<file path="config.mk">
export PLATFORM = sky130hd
export DESIGN_NAME = sdram_burst_sched
export DESIGN_NICKNAME = d
export VERILOG_FILES = /design/src/rtl/sdram_burst_sched.sv
export SDC_FILE = /design/constraint.sdc
export NUM_CORES = 1
export LEC_CHECK = 0
export ABC_AREA = 1
export CAP_MARGIN = 5
export CORE_MARGIN = 4
export CORE_UTILIZATION = 50
export DETAILED_ROUTE_END_ITERATION = 10
export PLACE_DENSITY_LB_ADDON = 0.15
export SETUP_SLACK_MARGIN = 0.3
export SYNTH_ARGS = -nofsm -noshare
export SYNTH_HDL_FRONTEND = slang
export SYNTH_SLANG_ARGS = --single-unit
</file>
<file path="constraint.sdc">
create_clock -name sysclk_100M -period 2 [get_ports sysclk_100M]
set_input_delay 0.4 -clock sysclk_100M [delete_from_list [all_inputs] [get_ports sysclk_100M]]
set_output_delay 0.4 -clock sysclk_100M [all_outputs]
set_load 0.01 [all_outputs]
</file>
<file path="src/rtl/sdram_burst_sched.sv">
// Burst scheduler: shares one SDRAM ring-buffer region between a write stream and a read stream,
// issuing one burst at a time to the command arbiter over a req/ack/done handshake.
module sdram_burst_sched #(
  parameter int unsigned BURST_LEN    = 8,
  parameter logic [23:0] REGION_BASE  = 24'h000000,
  parameter logic [23:0] REGION_WORDS = 24'h001000,
  parameter int unsigned LVL_W        = 10
) (
  input  logic             sysclk_100M,
  input  logic             rst_n,
  input  logic             init_done,
  input  logic [LVL_W-1:0] wr_fifo_lvl,
  input  logic [LVL_W-1:0] rd_fifo_free,
  output logic             burst_req,
  output logic             burst_we,
  output logic [1:0]       burst_bank,
  output logic [12:0]      burst_row,
  output logic [8:0]       burst_col,
  input  logic             burst_ack,
  input  logic             burst_done,
  output logic [23:0]      fill_words,
  output logic             ring_full,
  output logic             ring_empty
);

  localparam logic [23:0]      BURST_W    = 24'(BURST_LEN);
  localparam logic [LVL_W-1:0] BURST_LVL  = LVL_W'(BURST_LEN);
  localparam logic [23:0]      FULL_LIMIT = REGION_WORDS - BURST_W;

  typedef enum logic [1:0] {S_IDLE, S_ARB, S_REQ, S_BUSY} state_t;

  state_t      state_reg, state_next;
  logic        we_reg, we_next;
  logic [23:0] addr_reg, addr_next;
  logic [23:0] wr_ptr_reg, wr_ptr_next;
  logic [23:0] rd_ptr_reg, rd_ptr_next;
  logic [23:0] fill_reg, fill_next;
  logic        last_wr_reg, last_wr_next;  // 1 = previous grant went to the write stream
  logic        wr_ok, rd_ok, grant_wr;

  function automatic logic [23:0] advance(input logic [23:0] ptr);
    logic [23:0] sum;
    sum = ptr + BURST_W;
    return (sum == REGION_WORDS) ? 24'd0 : sum;
  endfunction

  always_ff @(posedge sysclk_100M or negedge rst_n) begin
    if (!rst_n) begin
      state_reg   <= S_IDLE;
      we_reg      <= 1'b0;
      addr_reg    <= 24'd0;
      wr_ptr_reg  <= 24'd0;
      rd_ptr_reg  <= 24'd0;
      fill_reg    <= 24'd0;
      last_wr_reg <= 1'b0;
    end else begin
      state_reg   <= state_next;
      we_reg      <= we_next;
      addr_reg    <= addr_next;
      wr_ptr_reg  <= wr_ptr_next;
      rd_ptr_reg  <= rd_ptr_next;
      fill_reg    <= fill_next;
      last_wr_reg <= last_wr_next;
    end
  end

  always_comb begin
    state_next   = state_reg;
    we_next      = we_reg;
    addr_next    = addr_reg;
    wr_ptr_next  = wr_ptr_reg;
    rd_ptr_next  = rd_ptr_reg;
    fill_next    = fill_reg;
    last_wr_next = last_wr_reg;
    wr_ok    = (wr_fifo_lvl >= BURST_LVL) && !ring_full;
    rd_ok    = (rd_fifo_free >= BURST_LVL) && !ring_empty;
    // On a tie, hand the burst to the stream that did not get the last one
    grant_wr = wr_ok && (!rd_ok || !last_wr_reg);
    case (state_reg)
      S_IDLE: begin
        if (init_done) state_next = S_ARB;
      end
      S_ARB: begin
        if (wr_ok || rd_ok) begin
          state_next = S_REQ;
          we_next    = grant_wr;
          addr_next  = REGION_BASE + (grant_wr ? wr_ptr_reg : rd_ptr_reg);
        end
      end
      S_REQ: begin
        if (burst_ack) state_next = S_BUSY;
      end
      S_BUSY: begin
        if (burst_done) begin
          state_next   = S_ARB;
          last_wr_next = we_reg;
          if (we_reg) begin
            wr_ptr_next = advance(wr_ptr_reg);
            fill_next   = fill_reg + BURST_W;
          end else begin
            rd_ptr_next = advance(rd_ptr_reg);
            fill_next   = fill_reg - BURST_W;
          end
        end
      end
      default: state_next = S_IDLE;
    endcase
  end

  assign burst_req  = (state_reg == S_REQ);
  assign burst_we   = we_reg;
  assign burst_bank = addr_reg[23:22];
  assign burst_row  = addr_reg[21:9];
  assign burst_col  = addr_reg[8:0];
  assign fill_words = fill_reg;
  assign ring_full  = (fill_reg > FULL_LIMIT);
  assign ring_empty = (fill_reg < BURST_W);

endmodule

</file>
# Yosys cells after proc, flatten, opt, wreduce, memory -nomap -nowiden
# Cells that the tools add are included.
# Widths: inputs -> output; s select.
word_totals:
  ff_bits: 100
  in_bits: 25
  elab_cells: 49
op_classes:
  addsub: 4
  n_lt_le_gt_ge: 4
  n_eq_ne: 9
  muxes: 9
  bitwise_logic: 1
  n_reduce_logical: 15
ops:
  columns: ["operator", "count"]
  rows:
  - ["$mux 24", 4]
  - ["$add 24x4->24 const B", 3]
  - ["$eq 24x13->1 const B", 2]
  - ["$gt 24x12->1 const B", 1]
  - ["$lt 24x4->1 const B", 1]
  - ["$sub 24x4->24 const B", 1]
  - ["$ge 10x4->1 const B", 2]
  - ["$mux 2", 4]
  - ["$pmux 2 s4", 1]
  - ["$ne 2x2->1 const B", 3]
  - ["$reduce_and 3->1", 2]
  - ["$eq 2x2->1 const B", 2]
  - ["$logic_not 1->1", 4]
  - ["$reduce_and 2->1", 2]
  - ["$reduce_and 4->1", 1]
  - ["$logic_and 1x1->1", 3]
  - ["$eq 2x1->1 const B", 1]
  - ["$logic_not 2->1", 1]
  - ["$logic_or 1x1->1", 2]
  - ["$ne 2x1->1 const B", 1]
  - ["$not 1->1", 1]

# Depth between registers and ports, before layout
# Gate-level depths: netlist (run 1).
depth:
  ltp_word: 7
  mapped_depth: 14
  ltp_nobuf: 14

# Least setup slack after synthesis (run 1)
# Ideal clock, no wire load.
synth_path:
  path_kind: "register to output"
  start: "register fill_reg[4], in the netlist fill_words[4]"
  end: "output port ring_full"
  arrival_ns: 1.318
  slack_ns: 0.282
  stages_incl_launch_ff: 8
  path_buffers: 1
  path_cell_list: "dfrtp_1 -> ha_1 -> nand3_2 -> nor3_2 -> nand3_1 -> nand2_4 -> buf_2 -> inv_1"
synth_between:
  elab_chain_len: 1
synth_lines:
  columns: ["item", "line", "source"]
  rows:
  - ["from (decl)", "37", "logic [23:0] fill_reg, fill_next;"]
  - ["from (signal assigned)", "62", "fill_reg <= fill_next;"]
  - ["$gt 24x12->1", "116", "assign ring_full = (fill_reg > FULL_LIMIT);"]
  - ["to (decl)", "22", "output logic ring_full,"]
# Every way passes these cells.

# Worst setup path after layout (run 1)
layout_path:
  start: "register fill_reg[16], in the netlist fill_words[16]"
  end: "output port ring_full"
# Same word-level chain as after synthesis.

==> metrics, run 1 <==
Static Leak 0.00395 uW; Synth Cell Area 5730 um^2; post-synthesis mux area share 0%; fmax 0.483 GHz; Adder-Cell Fraction of Synth Area 1.97%; xor/xnor cell area share of the yosys netlist 3.97%; Synth Area in Compound Gates 7.12%; total negative slack -270 ps; via density per instance 5.52; Rel. slew slack 57.9%; post-route ant nets 0; worst path bufs/invs 3; maximum root-to-sink buffer count 2; peak supply drop 0.794 mV; Worst Skew 7.56 ps; grt met1 use 33.5%; gr busiest metal met2; drt drc 0; TritonCTS clock tree yes; Yosys top cell area share 38.4%; GRT Residual Overflow 0; syn_area_per_cell 6.96 um^2; Post-DP Area 6900 um^2; pin count of the biggest net entering global routing 44; Core ar. 11000 um^2; fill count 764; Post-DP HPWL 11600 um; cell with the most instances after synthesis nand2_1; register area share after synthesis 38.4%; Rows 38; Die H 115 um; failing checks setup timing; Max-Cap Viols 0; count of pins over their slew limit 0; vias in the first global route 6114; Worst Setup Start Kind flip-flop; post-route design area 8460 um^2; Period Utilization, post-route 103%; RSZ-0062 raised after global routing yes; first-pass GRT wire length 28300 um; CTS root buffer clkbuf_16; crit path max-delay cell type dfrtp_1; Worst-Skew Late Latency 350 ps; CTS Buf Count 9; final hold violation count 0; Setup WS post-layout -70.0 ps; Finish-stage setup viols 14; die area 13200 um^2; library cells used by synthesis 35; num ports 77; CTS Sinks 88; cell mode on critical path nor2_4; most frequent cells after synthesis nand2_1, inv_1, dfrtp_1, nor2_1, o21ai_0; gp weighted congestion 0.890; Initial DRC Count 407; Top FF cell, synth dfrtp_1; total wire length 18900 um; Max H-tree Level 3; PD cells 909 nW/um^2; largest family of logic cells by synthesized area simple AND/OR/NAND/NOR gates; reg2reg setup slack -30 ps; GRT Resource Usage Total 26.8%; clk slew on worst S/H paths 60 ps; synthesized flop and latch total 88; Starting Density 52.0%; DR vias 6288; crit-path max FO 3; Post-synth EDFFs 0; initial antenna violation count 0; critical path endpoint category primary output; worst slew pin tran 632 ps; met2 usage 44.7%; Area Growth Syn to Fin 47.7%; CP Class flip-flop to primary output; cell family with most CP delay simple AND/OR/NAND/NOR gates; largest area contributor in the netlist dfrtp_1; number of diodes 0; Yosys warnings 0; critical path's largest stage delay 400 ps; outcome finished with violations; DR pass1 iterations 5; layout cells sized above 1 31.5%; critical path arrival 1670 ps; Post-synth ARST share 100%; CP required 1600 ps; minimum clock period 2070 ps; nets@finish 1028; synth top area cells dfrtp_1, nand2_1, inv_1; die width 115 um; cells after synthesis 823; hold crit path type primary input to async pin; DR WL/cell 16.6 um; # port buffers 64; GR Util met3 3.84%; Post-Synth Simple-Gate Area 38.9%; crit path cell chain nor2_2 > inv_2 > nor2_4 > nand3_2 > nor2_4 > nand2_2 > nand2_4 > inv_4 > buf_6
cell families (layout without fill, tap and decap cells):
kind of cell             count (synthesis)  count (layout)
AND/OR/NAND/NOR                        495             495
XOR/XNOR                                26              26
adder cells (fa/ha/maj)                  9               9
other                                    1               6
flip-flops                              88              88
buffers and inverters                  129             300
AO/OA/AOI/OAI                           75              75
per-stage QoR:
step / total power, uW / setup slack [ps] / utilization (%) / hold WS (ps) / cells
after floorplan: 3670 / 300 / - / 104 / 828
after global placement: 4560 / -88.3 / 62.5 / 450 / 1063
after detailed placement: 4660 / -171 / 62.5 / 457 / 1063
after CTS: 7030 / -66.7 / 70.5 / 82.3 / 1109
after global routing: 8080 / -135 / 76.7 / 111 / 1139
final: 7690 / -70.0 / 76.7 / 60.8 / 1139
power by group:
group          internal, uW  switching (uW)  leakage (uW)
Sequential             2110             340       0.00108
Clock                  1200             728      0.000163
Combinational          1560            1760       0.00270
routing by layer:
metal / share of wire, % / wire length (um) / vias up
met4: 4.5 / 845 / 0
met1: 40 / 7520 / 2968
met2: 50 / 9420 / 280
met3: 5.7 / 1070 / 63
met5: 0 / 0 / -
li1: - / - / 2977
path summary, 6_finish.rpt:
path | from | to | cells past startpoint
max | fill_words[16]$_DFFE_PN0P_ | ring_full | 9
min | rst_n | addr_reg[23]$_DFFE_PN0P_ | 1
max reg2reg | fill_words[16]$_DFFE_PN0P_ | addr_reg[8]$_DFFE_PN0P_ | 14
min reg2reg | addr_reg[20]$_DFFE_PN0P_ | addr_reg[20]$_DFFE_PN0P_ | 2
max in group asynchronous | rst_n | wr_ptr_reg[5]$_DFFE_PN0P_ | 2
min in group sysclk_100M | addr_reg[20]$_DFFE_PN0P_ | addr_reg[20]$_DFFE_PN0P_ | 2
cell type report:
type | instances | area (um^2) | area share [%]
clock buffers | 14 | 274 | 3.24
clock inverters | 2 | 60.1 | 0.710
inverters | 99 | 395 | 4.67
multi-input cells | 611 | 3630 | 42.9
flip-flops and latches | 88 | 2220 | 26.2
well taps | 140 | 175 | 2.07
repair buffers | 184 | 1700 | 20.1
repair inverters | 1 | 8.76 | 0.103
cell usage in the layout (no fill, tap or decap), drive strengths merged, types with 2 or more instances in the layout:
cell           count
nand2            288
dlymetal6s2s       2
nand4             38
nor2              84
o22ai              2
dlygate4sd2       20
buf              124
clkdlybuf4s50     34
inv               99
nor3              16
o21ai             62
ha                 9
nand3             66
xor2              23
xnor2              3
nor4               2
dfrtp             88
bufinv             2
o31ai              3
clkbuf            18
conb               6
a21oi              5
repair_timing:
| item | CTS | global route |
|---|---|---|
| buffers inserted | 29 | 28 |
| pin swaps | 36 | 60 |
| gates cloned | 1 | 2 |
| gates resized for setup | 141 | 125 |
| setup endpoints to repair | 70 | 71 |
| hold buffers | 0 | 0 |
(Power assumes the default switching activity.)
==> inputs of run 2 (changes only) <==
CORE_UTILIZATION = 45   (was 50)
==> metrics, run 2 (synthesis results as in run 1) <==
Die H 121 um (+5.0%); DR pass1 iterations 8 (+3); pin count of the biggest net entering global routing 35 (-20%); # port buffers 64 (unchanged); critical path endpoint category primary output; TritonCTS clock tree yes; crit-path max FO 3 (unchanged); CP required 1600 ps (about the same); Period Utilization, post-route 102% (-1.5 points); Finish-stage setup viols 2 (-12); die area 14600 um^2 (+10%); CP Class flip-flop to primary output; RSZ-0062 raised after global routing yes; fmax 0.490 GHz (+1.4%); count of pins over their slew limit 0 (unchanged); worst path bufs/invs 3 (unchanged); nets@finish 1015 (-1.3%); Worst Setup Start Kind flip-flop; DR WL/cell 15.4 um (-6.7%); GRT Resource Usage Total 23.3% (-3.5 points); layout cells sized above 1 29.4% (-2.1 points); most frequent cells in the layout nand2_1, buf_4, inv_1; clk slew on worst S/H paths 60 ps (about the same); Initial DRC Count 526 (+29%); crit path max-delay cell type dfrtp_1; failing checks setup timing; Setup WS post-layout -40.6 ps (+29.4 ps); outcome finished with violations; worst reg-to-reg path cell count 13 (-1); Worst Skew 11.9 ps (+4.38 ps); vias in the first global route 5787 (-5.3%); Multi-input gate area 3540 um^2 (-2.7%); crit path cell chain nor2_2 > inv_2 > nor2_4 > nand3_2 > nor2_4 > nand2_2 > nand2_4 > inv_2 > buf_6; num ports 77 (unchanged); hold_buf cts 0 (unchanged); most common cell after layout, fill and taps aside nand2_1; CTS root buffer clkbuf_16; maximum root-to-sink buffer count 2 (unchanged); Util after Layout 67.4% (-9.3 points); first-pass GRT wire length 27400 um (-2.9%); Post-DP HPWL 12100 um (+4.3%); die width 121 um (+5.0%); worst r2r src fill_words[4]$_DFFE_PN0P_; total wire length 17800 um (-5.5%); Rows 40 (+5.3%); post-route ant nets 0 (unchanged); DR vias 6127 (-2.6%); Worst-Skew Late Latency 350 ps (about the same); CTS Sinks 88 (unchanged); Hold WS 6.45 ps (-54.3 ps); reg2reg setup slack -10 ps (+20 ps); peak supply drop 0.562 mV (-29%); cell family with most CP delay simple AND/OR/NAND/NOR gates; pre-CTS WS -191 ps (-20.1 ps); final hold violation count 0 (unchanged); Starting Density 46.7% (-5.2 points); Max-Cap Viols 0 (unchanged); FF-to-FF End fill_words[23]$_DFFE_PN0P_; initial antenna violation count 0 (unchanged); Core ar. 12300 um^2 (+11%); gp weighted congestion 0.946 (+6.2%); PD cells 873 nW/um^2 (-3.9%); Area Growth Syn to Fin 44.2%; drt drc 0 (unchanged); via density per instance 5.31 (-3.8%); minimum clock period 2040 ps (-29.4 ps); critical path arrival 1640 ps (-30 ps); register area 2220 um^2 (unchanged); Max H-tree Level 3 (unchanged); number of diodes 0 (unchanged); CTS Buf Count 9 (unchanged); critical path's largest stage delay 410 ps (about the same); hold crit path type primary input to async pin; GRT Residual Overflow 0 (unchanged); Static Leak 0.00400 uW (+1.4%); fill count 1002 (+31%)
[run 2: changes by cell type in the layout (fill, tap and decap cells not counted), sizes merged]
| cell | previous run | this run |
|---|---|---|
| dlymetal6s2s | 2 | 13 |
| clkbuf | 18 | 17 |
| clkdlybuf4s50 | 34 | 25 |
| dlygate4sd2 | 20 | 18 |
| clkinv | 0 | 1 |
| buf | 124 | 110 |
| clkdlybuf4s15 | 0 | 2 |
| bufinv | 2 | 1 |
[run 2: layout make-up]
type / instances / share of cell area (%)
Timing Repair Buffer: 171 / 19.1
Multi-Input combinational cell: 611 / 42.8
Timing Repair inverter: 1 / 0.106
Clock inverter: 2 / 0.424
Sequential cell: 88 / 26.8
Inverter: 99 / 4.81
Tap cell: 168 / 2.54
Clock buffer: 14 / 3.44
[run 2: metrics by stage]
| step | total power (uW) | instance area [um^2] | setup TNS (ps) | cells |
|---|---|---|---|---|
| final | 7220 | 8260 | -51.8 | 1154 |
| after global routing | 7640 | 8260 | -2360 | 1154 |
| after CTS | 6810 | 7670 | -674 | 1131 |
| after detailed placement | 4620 | 6910 | -1450 | 1090 |
| after global placement | 4550 | 6910 | -712 | 1090 |
| after floorplan | 3670 | 5750 | 0 | 828 |
[run 2: how the worst max path moves through the flow]
stage | depth (start not counted) | slack [ps] | endpoint | start
final | 9 | -40 | ring_full | fill_words[16]$_DFFE_PN0P_
after floorplan | 10 | 300 | fill_words[15]$_DFFE_PN0P_ | fill_words[4]$_DFFE_PN0P_
after detailed placement | 9 | -190 | fill_words[15]$_DFFE_PN0P_ | burst_done
after global routing | 7 | -120 | ring_full | fill_words[18]$_DFFE_PN0P_
after CTS | 9 | -70 | ring_full | fill_words[17]$_DFFE_PN0P_
after global placement | 9 | -110 | fill_words[15]$_DFFE_PN0P_ | burst_done
[run 2: worst reg2reg max path: stages (launching register included)]
cell	delay [ps]
dfrtp_1	400
buf_6	140
buf_6	120
inv_8	60
ha_4	130
inv_2	40
nor3_4	130
nand4_1	130
nand2_2	120
nand3_4	90
a21oi_4	290
nand3_2	110
nand2_1	80
nand2_1	50
[run 2: routing by layer]
layer  routed length (um)  global-route usage [%]  vias up
li1                     -                       -     2950
met1                 7540                    31.0     2900
met2                 8810                    38.6      225
met3                  978                    3.46       52
met4                  490                    8.36        0
met5                    0                       0        -
[run 2: repair_timing]
| item | in CTS | in global routing |
|---|---|---|
| cloned | 2 | 1 |
| endpoints found under the setup margin | 87 | 63 |
| setup buffers | 23 | 22 |
| pin swaps | 27 | 58 |
| gates resized for setup | 121 | 128 |
[run 2: report_power, final]
group	internal [uW]	total, uW	switching, uW
combinational	1330	2950	1630
sequential	2110	2440	332
clock	1100	1820	719
